<file path="src/rtl/cw_input.sv">
// Clockwise-ring input port: one single-flit buffer per virtual channel (even/odd),
// routing each buffered flit onward (CW) or to the local PE from the LSB of its hop field.
module cw_input #(
  parameter int DATA_WIDTH = 64
) (
  input  logic                  clk,
  input  logic                  rst,
  input  logic                  polarity,
  input  logic                  cwsi,
  input  logic [DATA_WIDTH-1:0] cwdi,
  output logic                  cwri,
  output logic [DATA_WIDTH-1:0] data_out_even,
  output logic [DATA_WIDTH-1:0] data_out_odd,
  output logic                  request_cw_even,
  output logic                  request_cw_odd,
  output logic                  request_pe_even,
  output logic                  request_pe_odd,
  input  logic                  grant_cw_even,
  input  logic                  grant_cw_odd,
  input  logic                  grant_pe_even,
  input  logic                  grant_pe_odd,
  output logic                  ovf
);

  localparam int VcBit  = DATA_WIDTH - 1;
  localparam int HopLsb = 48;

  typedef enum logic {
    EMPTY = 1'b0,
    FULL  = 1'b1
  } vcState_t;

  vcState_t              r_stateEven, r_stateOdd;
  vcState_t              w_nextEven, w_nextOdd;
  logic [DATA_WIDTH-1:0] r_bufEven, r_bufOdd;
  logic                  r_ovf;

  logic w_fullEven, w_fullOdd;
  logic w_wrEven, w_wrOdd;
  logic w_relEven, w_relOdd;

  assign w_fullEven = (r_stateEven == FULL);
  assign w_fullOdd  = (r_stateOdd == FULL);
  assign w_wrEven   = cwsi & ~cwdi[VcBit];
  assign w_wrOdd    = cwsi & cwdi[VcBit];

  // Hop LSB set means hops remain, so forward; clear means we are the destination.
  assign request_cw_even = w_fullEven & r_bufEven[HopLsb];
  assign request_pe_even = w_fullEven & ~r_bufEven[HopLsb];
  assign request_cw_odd  = w_fullOdd & r_bufOdd[HopLsb];
  assign request_pe_odd  = w_fullOdd & ~r_bufOdd[HopLsb];

  assign w_relEven = (request_cw_even & grant_cw_even) | (request_pe_even & grant_pe_even);
  assign w_relOdd  = (request_cw_odd & grant_cw_odd) | (request_pe_odd & grant_pe_odd);

  assign cwri          = polarity ? ~w_fullOdd : ~w_fullEven;
  assign data_out_even = r_bufEven;
  assign data_out_odd  = r_bufOdd;
  assign ovf           = r_ovf;

  always_ff @(posedge clk) begin
    if (rst) begin
      r_stateEven <= EMPTY;
      r_stateOdd  <= EMPTY;
    end else begin
      r_stateEven <= w_nextEven;
      r_stateOdd  <= w_nextOdd;
    end
  end

  // A write arriving while FULL is dropped even if the same edge releases the buffer.
  always_comb begin
    w_nextEven = r_stateEven;
    w_nextOdd  = r_stateOdd;
    case (r_stateEven)
      EMPTY:   if (w_wrEven) w_nextEven = FULL;
      FULL:    if (w_relEven) w_nextEven = EMPTY;
      default: w_nextEven = EMPTY;
    endcase
    case (r_stateOdd)
      EMPTY:   if (w_wrOdd) w_nextOdd = FULL;
      FULL:    if (w_relOdd) w_nextOdd = EMPTY;
      default: w_nextOdd = EMPTY;
    endcase
  end

  always_ff @(posedge clk) begin
    if (rst) begin
      r_bufEven <= '0;
      r_bufOdd  <= '0;
      r_ovf     <= 1'b0;
    end else begin
      if (!w_fullEven && w_wrEven) r_bufEven <= cwdi;
      if (!w_fullOdd && w_wrOdd)   r_bufOdd  <= cwdi;
      r_ovf <= (w_fullEven & w_wrEven) | (w_fullOdd & w_wrOdd);
    end
  end

endmodule

</file>
<file path="config.mk">
export PLATFORM = sky130hd
export DESIGN_NAME = cw_input
export DESIGN_NICKNAME = d
export VERILOG_FILES = /design/src/rtl/cw_input.sv
export SDC_FILE = /design/constraint.sdc
export NUM_CORES = 1
export LEC_CHECK = 0
export CAP_MARGIN = 20
export CORE_MARGIN = 10
export CORE_UTILIZATION = 44
export CTS_CLUSTER_DIAMETER = 150
export CTS_CLUSTER_SIZE = 40
export DETAILED_ROUTE_END_ITERATION = 10
export GPL_TIMING_DRIVEN = 0
export PLACE_DENSITY = 0.86
export SYNTH_ARGS = -nofsm -noshare
export SYNTH_HDL_FRONTEND = slang
export SYNTH_SLANG_ARGS = --single-unit
</file>
<file path="constraint.sdc">
create_clock -name clk -period 1.4 [get_ports clk]
set_input_delay 0.28 -clock clk [delete_from_list [all_inputs] [get_ports clk]]
set_output_delay 0.28 -clock clk [all_outputs]
set_load 0.02 [all_outputs]
</file>
==> results.toml, run 1 <==
[yosys]
yosysUniqueCellTypes = 18
synth_top_family_by_area = "multiplexers"
synth_xor_xnor_area_share_pct = 0
syn_area_per_cell_um2 = 10.83
syn_inst = 504
synth-simple-area-share_pct = 23.22
synth_adder_area_share_pct = 0
ys_ff_latch = 131
synth-seq-area-share_pct = 48.05
synthesis.area_um2 = 5458
synthMuxAreaShare_pct = 23.89
synth_compound_area_share_pct = 0.3210
syn_nets = 576
ys_warn_count = 0

[clock_network]
holdBufCountCts = 0
clk_latency_ps = 420
cts_tree = "built"
clock-sinks = 131
cts_buffers = 17
clockRootBuffer = "clkbuf_16"
path_clk_slew_ps = 60
htreeDepth = 4
clockBufferDepth = 2

[power_and_ir_drop]
pwr_density_cell_nw_per_um2 = 1219
vdd_drop_max_v = 0.0005926
leakagePower_nw = 3.616

[setup_path]
path_buf_inv = 1
arrival_ps = 1100
crit_family = "buffers and inverters"
slowest_delay_ps = 350
crit_fanout = 2
rrSetupSlack_ps = 90
end_kind = "output port"
crit_chain = "clkdlybuf4s15_1"
critical_path_required_ps = 1120
worst_setup_path_start_kind = "flop"
critPathKind = "reg -> out"
slowest_stage = "clkdlybuf4s15_1"

[layout]
finalNonFillerCells = 911
n_fill_cell = 934
drive_gt1_share_pct = 14.00
diodes = 0
layout.nets = 802
area_growth_pct = 48.99

[floorplan]
core_um2 = 12060
die_y_um = 131.4
die_w_um = 131.4
std_cell_rows = 40
initial_core_util_pct = 45.25
pin_count = 206
dieArea_um2 = 17260

[timing]
slew_headroom_pct = 69.50
fin_crit_sh_pct = 98.76
clock_skew_ps = 8.268
fin_crit_ps = 1383
worst_slack_ps = 17.36
rsz0062_at_grt = "yes"
setup_viol = 0
slew_viol_final = 0
worst_pin_slew_ps = 457.5
hold_viol = 0
fmax_ghz = 0.7233

[detailed_routing]
antenna_left = 0
routed_wirelength_mm = 16.65
drc_errors = 0
dr.pass1.iters = 6
via_per_inst = 4.760
drt_iter0_markers = 197
vias = 4336
avgRoutedWirePerCell_um = 18.27

[place]
io_buffers = 204
dp_hpwl_mm = 12.84
placed_cells = 876
dp_slack_ps = -500.0
gp_congestion = 0.8036

[global_route]
antenna_found_initial = 0
grt_pass1_wl_mm = 26.47
grtUsageTotal_pct = 19.09
grt_remaining_overflow = 0
grt_max_degree = 20
first_global_vias = 4780

[status]
status = "finished, final reports clean"

[job]
maxCapViolCount = 0

[worst_hold_path]
min_path_type = "in -> reg"
## cell families after synthesis
logic type	count (synthesis)
AOI/OAI and AO/OA	3
muxes	130
DFF	131
and+or+nand+nor	201
buffers and inverters	39
## stage by stage
stage / utilization (%) / TNS, ps / area [um^2] / hold slack [ps] / power (W)
after detailed placement: 63.92 / -47490 / 7710 / 463.3 / 0.005677
after floorplan: - / 0 / 5458 / 446.6 / 0.004895
after CTS: 67.80 / 0 / 8178 / 448.8 / 0.009991
after global placement: 63.92 / -40870 / 7710 / 457.7 / 0.005639
final: 67.42 / 0 / 8132 / 458.7 / 0.009914
after global routing: 67.42 / -43.02 / 8132 / 469.0 / 0.01027
## metal layers
| metal | track usage [%] | wire (um) | share of wire [%] |
|---|---|---|---|
| met2 | 32.41 | 8356 | 50 |
| met5 | 0 | 0 | 0 |
| met4 | 8.529 | 454 | 2.7 |
| met3 | 6.479 | 1036 | 6.2 |
| met1 | 21.18 | 6800 | 41 |
## path summary, 6_finish.rpt
path | cells after the start | start | endpoint
setup reg to reg | 4 | r_stateOdd | data_out_odd[9]
hold reg to reg | 2 | data_out_even[21] | data_out_even[21]
setup / recovery | 1 | data_out_even[22] | data_out_even[22]
hold / removal | 3 | cwdi[5] | data_out_odd[5]
## cell usage after synthesis (all sizes together)
cell type  count  share of area, %
and3b          1              0.16
or3b           1              0.16
buf           17               3.0
inv            1             0.069
nor2b          2              0.23
dfxtp        131                48
mux2           2              0.41
mux2i        128                23
o22ai          2              0.23
nand2b       191                22
a21oi          1             0.092
nand3b         1              0.14
nor3b          3              0.41
and2           2              0.23
clkbuf        21               1.4
## power breakdown
| part | leakage, nW | internal, W | switching [W] | total (W) |
|---|---|---|---|---|
| clock | 0.286 | 0.00286 | 0.00158 | 0.00444 |
| combinational | 2.26 | 0.000700 | 0.000723 | 0.00142 |
| sequential | 1.07 | 0.00393 | 0.000120 | 0.00405 |
## flip-flops by register name, indices dropped and copies added, names as in the netlist
register,cells
ovf,1
r_stateEven,1
r_stateOdd,1
data_out_even,64
data_out_odd,64
## placed cells by master (no fill, tap or decap), drive strengths merged, types with 3 or more instances in the layout
cell type / instances
dlygate4sd2: 28
clkbuf: 86
nor3b: 3
dfxtp: 131
clkdlybuf4s50: 69
clkinvlp: 3
nand2b: 191
clkdlybuf4s15: 63
mux2i: 128
buf: 23
## final cells by class
class	count	area, um^2	area share, %
clock buffer	25	505.5	6.216
inverter	1	3.754	0.04616
timing repair buffer	208	1841	22.63
sequential	131	2633	32.37
buffer	37	251.5	3.093
multi-input combinational	334	2591	31.87
clock inverter	7	96.34	1.185
tap	168	210.2	2.585
## repair_timing
action / CTS / global route
pin swaps: 0 / 0
buffers inserted: 0 / 4
gates resized for setup: 197 / 115
setup endpoints to repair: 205 / 141
Power figures use the tool's default switching activity.
==> inputs of run 2 (changes only) <==
Settings changed: CORE_MARGIN 10 to 4.
==> run 2 against run 1 <==
Fmax is 0.29% lower. Sequential share of layout area is 0.61 points lower. Worst hold slack worse by 11 ps. Critical endpoint is now cwri. Combinational power hardly changed. Largest cell class unchanged. Sequential power hardly changed.
==> results.toml, run 2 (synthesized netlist as in run 1, its figures left out) <==
[status]
status = "finished, final reports clean"

[power_and_ir_drop]
p_sw_w = 0.002484
p_seq_share_pct = 39.6
clkPwrFrac_pct = 46.3
pwr_density_cell_nw_per_um2 = 1232
swShare_pct = 24.32
power_w = 0.01021
leakagePower_nw = 3.729
intPower_w = 0.007728
comb_power_share_pct = 14.1
vdd_drop_max_v = 0.0007091

[layout]
diodes = 0
finalNonFillerCells = 913
area_growth_pct = 51.83
final_cell_mix = "191 x nand2b_1, 128 x mux2i_1, 127 x dfxtp_1"
layout.nets = 804
drive_gt1_share_pct = 10.60
final_common_cell = "nand2b_1"
n_fill_cell = 915

[clock_network]
holdBufCountCts = 0
clockRootBuffer = "clkbuf_16"
clk_latency_ps = 410
cts_buffers = 17
cts_tree = "built"
path_clk_slew_ps = 60
clock-sinks = 131
clockBufferDepth = 2
htreeDepth = 4

[global_route]
antenna_found_initial = 0
grt_remaining_overflow = 0
first_global_vias = 4770
grt_max_degree = 17
grt_pass1_wl_mm = 24.54
grtUsageTotal_pct = 21.68

[job]
maxCapViolCount = 0

[timing]
fin_crit_sh_pct = 99.04
fmax_ghz = 0.7212
hold_viol = 0
worst_slack_ps = 13.37
rsz0062_at_grt = "yes"
slew_headroom_pct = 73.45
fin_crit_ps = 1387
clock_skew_ps = 8.687
worst_pin_slew_ps = 398.2
slew_viol_final = 0
setup_viol = 0

[place]
dp_hpwl_mm = 11.52
gp_congestion = 0.7781
io_buffers = 204
placed_cells = 876
dp_slack_ps = -491.0

[detailed_routing]
met2_length_mm = 7.945
vias = 4419
avgRoutedWirePerCell_um = 16.94
m1WireLength_mm = 6.255
dr.pass1.iters = 4
via_per_inst = 4.840
drc_errors = 0
dr_wl_met3_um = 909
routed_wirelength_mm = 15.47
dr.max_layer_used = "met4"
antenna_left = 0
drt_iter0_markers = 175

[setup_path]
arrival_ps = 1110
crit_chain = "mux2i_1 > buf_4"
end_kind = "output port"
path_buf_inv = 1
crit_family = "flip-flops"
critical_path_required_ps = 1120
slowest_stage = "dfxtp_4"
worst_setup_path_start_kind = "flop"
slowest_delay_ps = 360
critPathKind = "reg -> out"
crit_fanout = 5

[floorplan]
die_w_um = 119.4
pin_count = 206
std_cell_rows = 40
core_um2 = 12060
dieArea_um2 = 14250
initial_core_util_pct = 45.25
die_y_um = 119.4

[worst_hold_path]
min_path_type = "reg -> reg"
[run 2: path summary, 6_finish.rpt]
| kind | to | cells after the start | slack, ps | startpoint |
|---|---|---|---|---|
| setup / recovery | cwri | 2 | 10 | r_stateOdd |
| hold / removal | data_out_odd[63] | 2 | 450 | data_out_odd[63] |
| setup reg to reg | data_out_odd[26] | 5 | 40 | r_stateOdd |
| hold reg to reg | data_out_odd[63] | 2 | 450 | data_out_odd[63] |
[run 2: worst register-to-register path, cell delays in order, from the launching register on]
cell	delay, ps
dfxtp_4	380
buf_4	120
nand3b_1	90
buf_4	200
buf_4	250
mux2i_1	240
[run 2: stage by stage]
step | setup TNS [ps] | utilization, % | instance area [um^2] | hold WS, ps
global placement | -41720 | 63.92 | 7710 | 441.4
detailed placement | -46580 | 63.92 | 7710 | 439.0
global route | -254.9 | 68.70 | 8287 | 478.9
floorplan | 0 | - | 5458 | 446.6
CTS | 0 | 68.24 | 8230 | 445.0
finish | 0 | 68.70 | 8287 | 447.6
[run 2: final cells by class]
class,instances,area (um^2),share of cell area (%)
tap,168,210.2,2.537
sequential,131,2633,31.77
multi-input combinational,334,2589,31.24
clock buffer,20,456.7,5.511
timing repair buffer,210,1944,23.46
clock inverter,12,178.9,2.159
buffer,37,271.5,3.276
inverter,1,3.754,0.04530
[run 2: repair_timing]
item | in CTS | in global routing
setup buffers | 3 | 3
pin swaps | 0 | 0
cloned | 0 | 0
endpoints found under the setup margin | 193 | 127
gates resized for setup | 171 | 86
[run 2: per-layer routing]
metal	GRT usage, %	up-vias
met1	24.25	2146
li1	-	2107
met4	8.876	0
met2	38.33	139
met5	0	-
met3	6.505	27
[run 2: power groups by stage]
stage	logic, W	registers, W	clock network, W
2_1_floorplan	0.000555	0.00434	0
3_3_place_gp	0.00150	0.00412	0
3_5_place_dp	0.00154	0.00412	0
4_1_cts	0.00143	0.00404	0.00478
5_1_grt	0.00153	0.00406	0.00498
6_report	0.00144	0.00404	0.00473
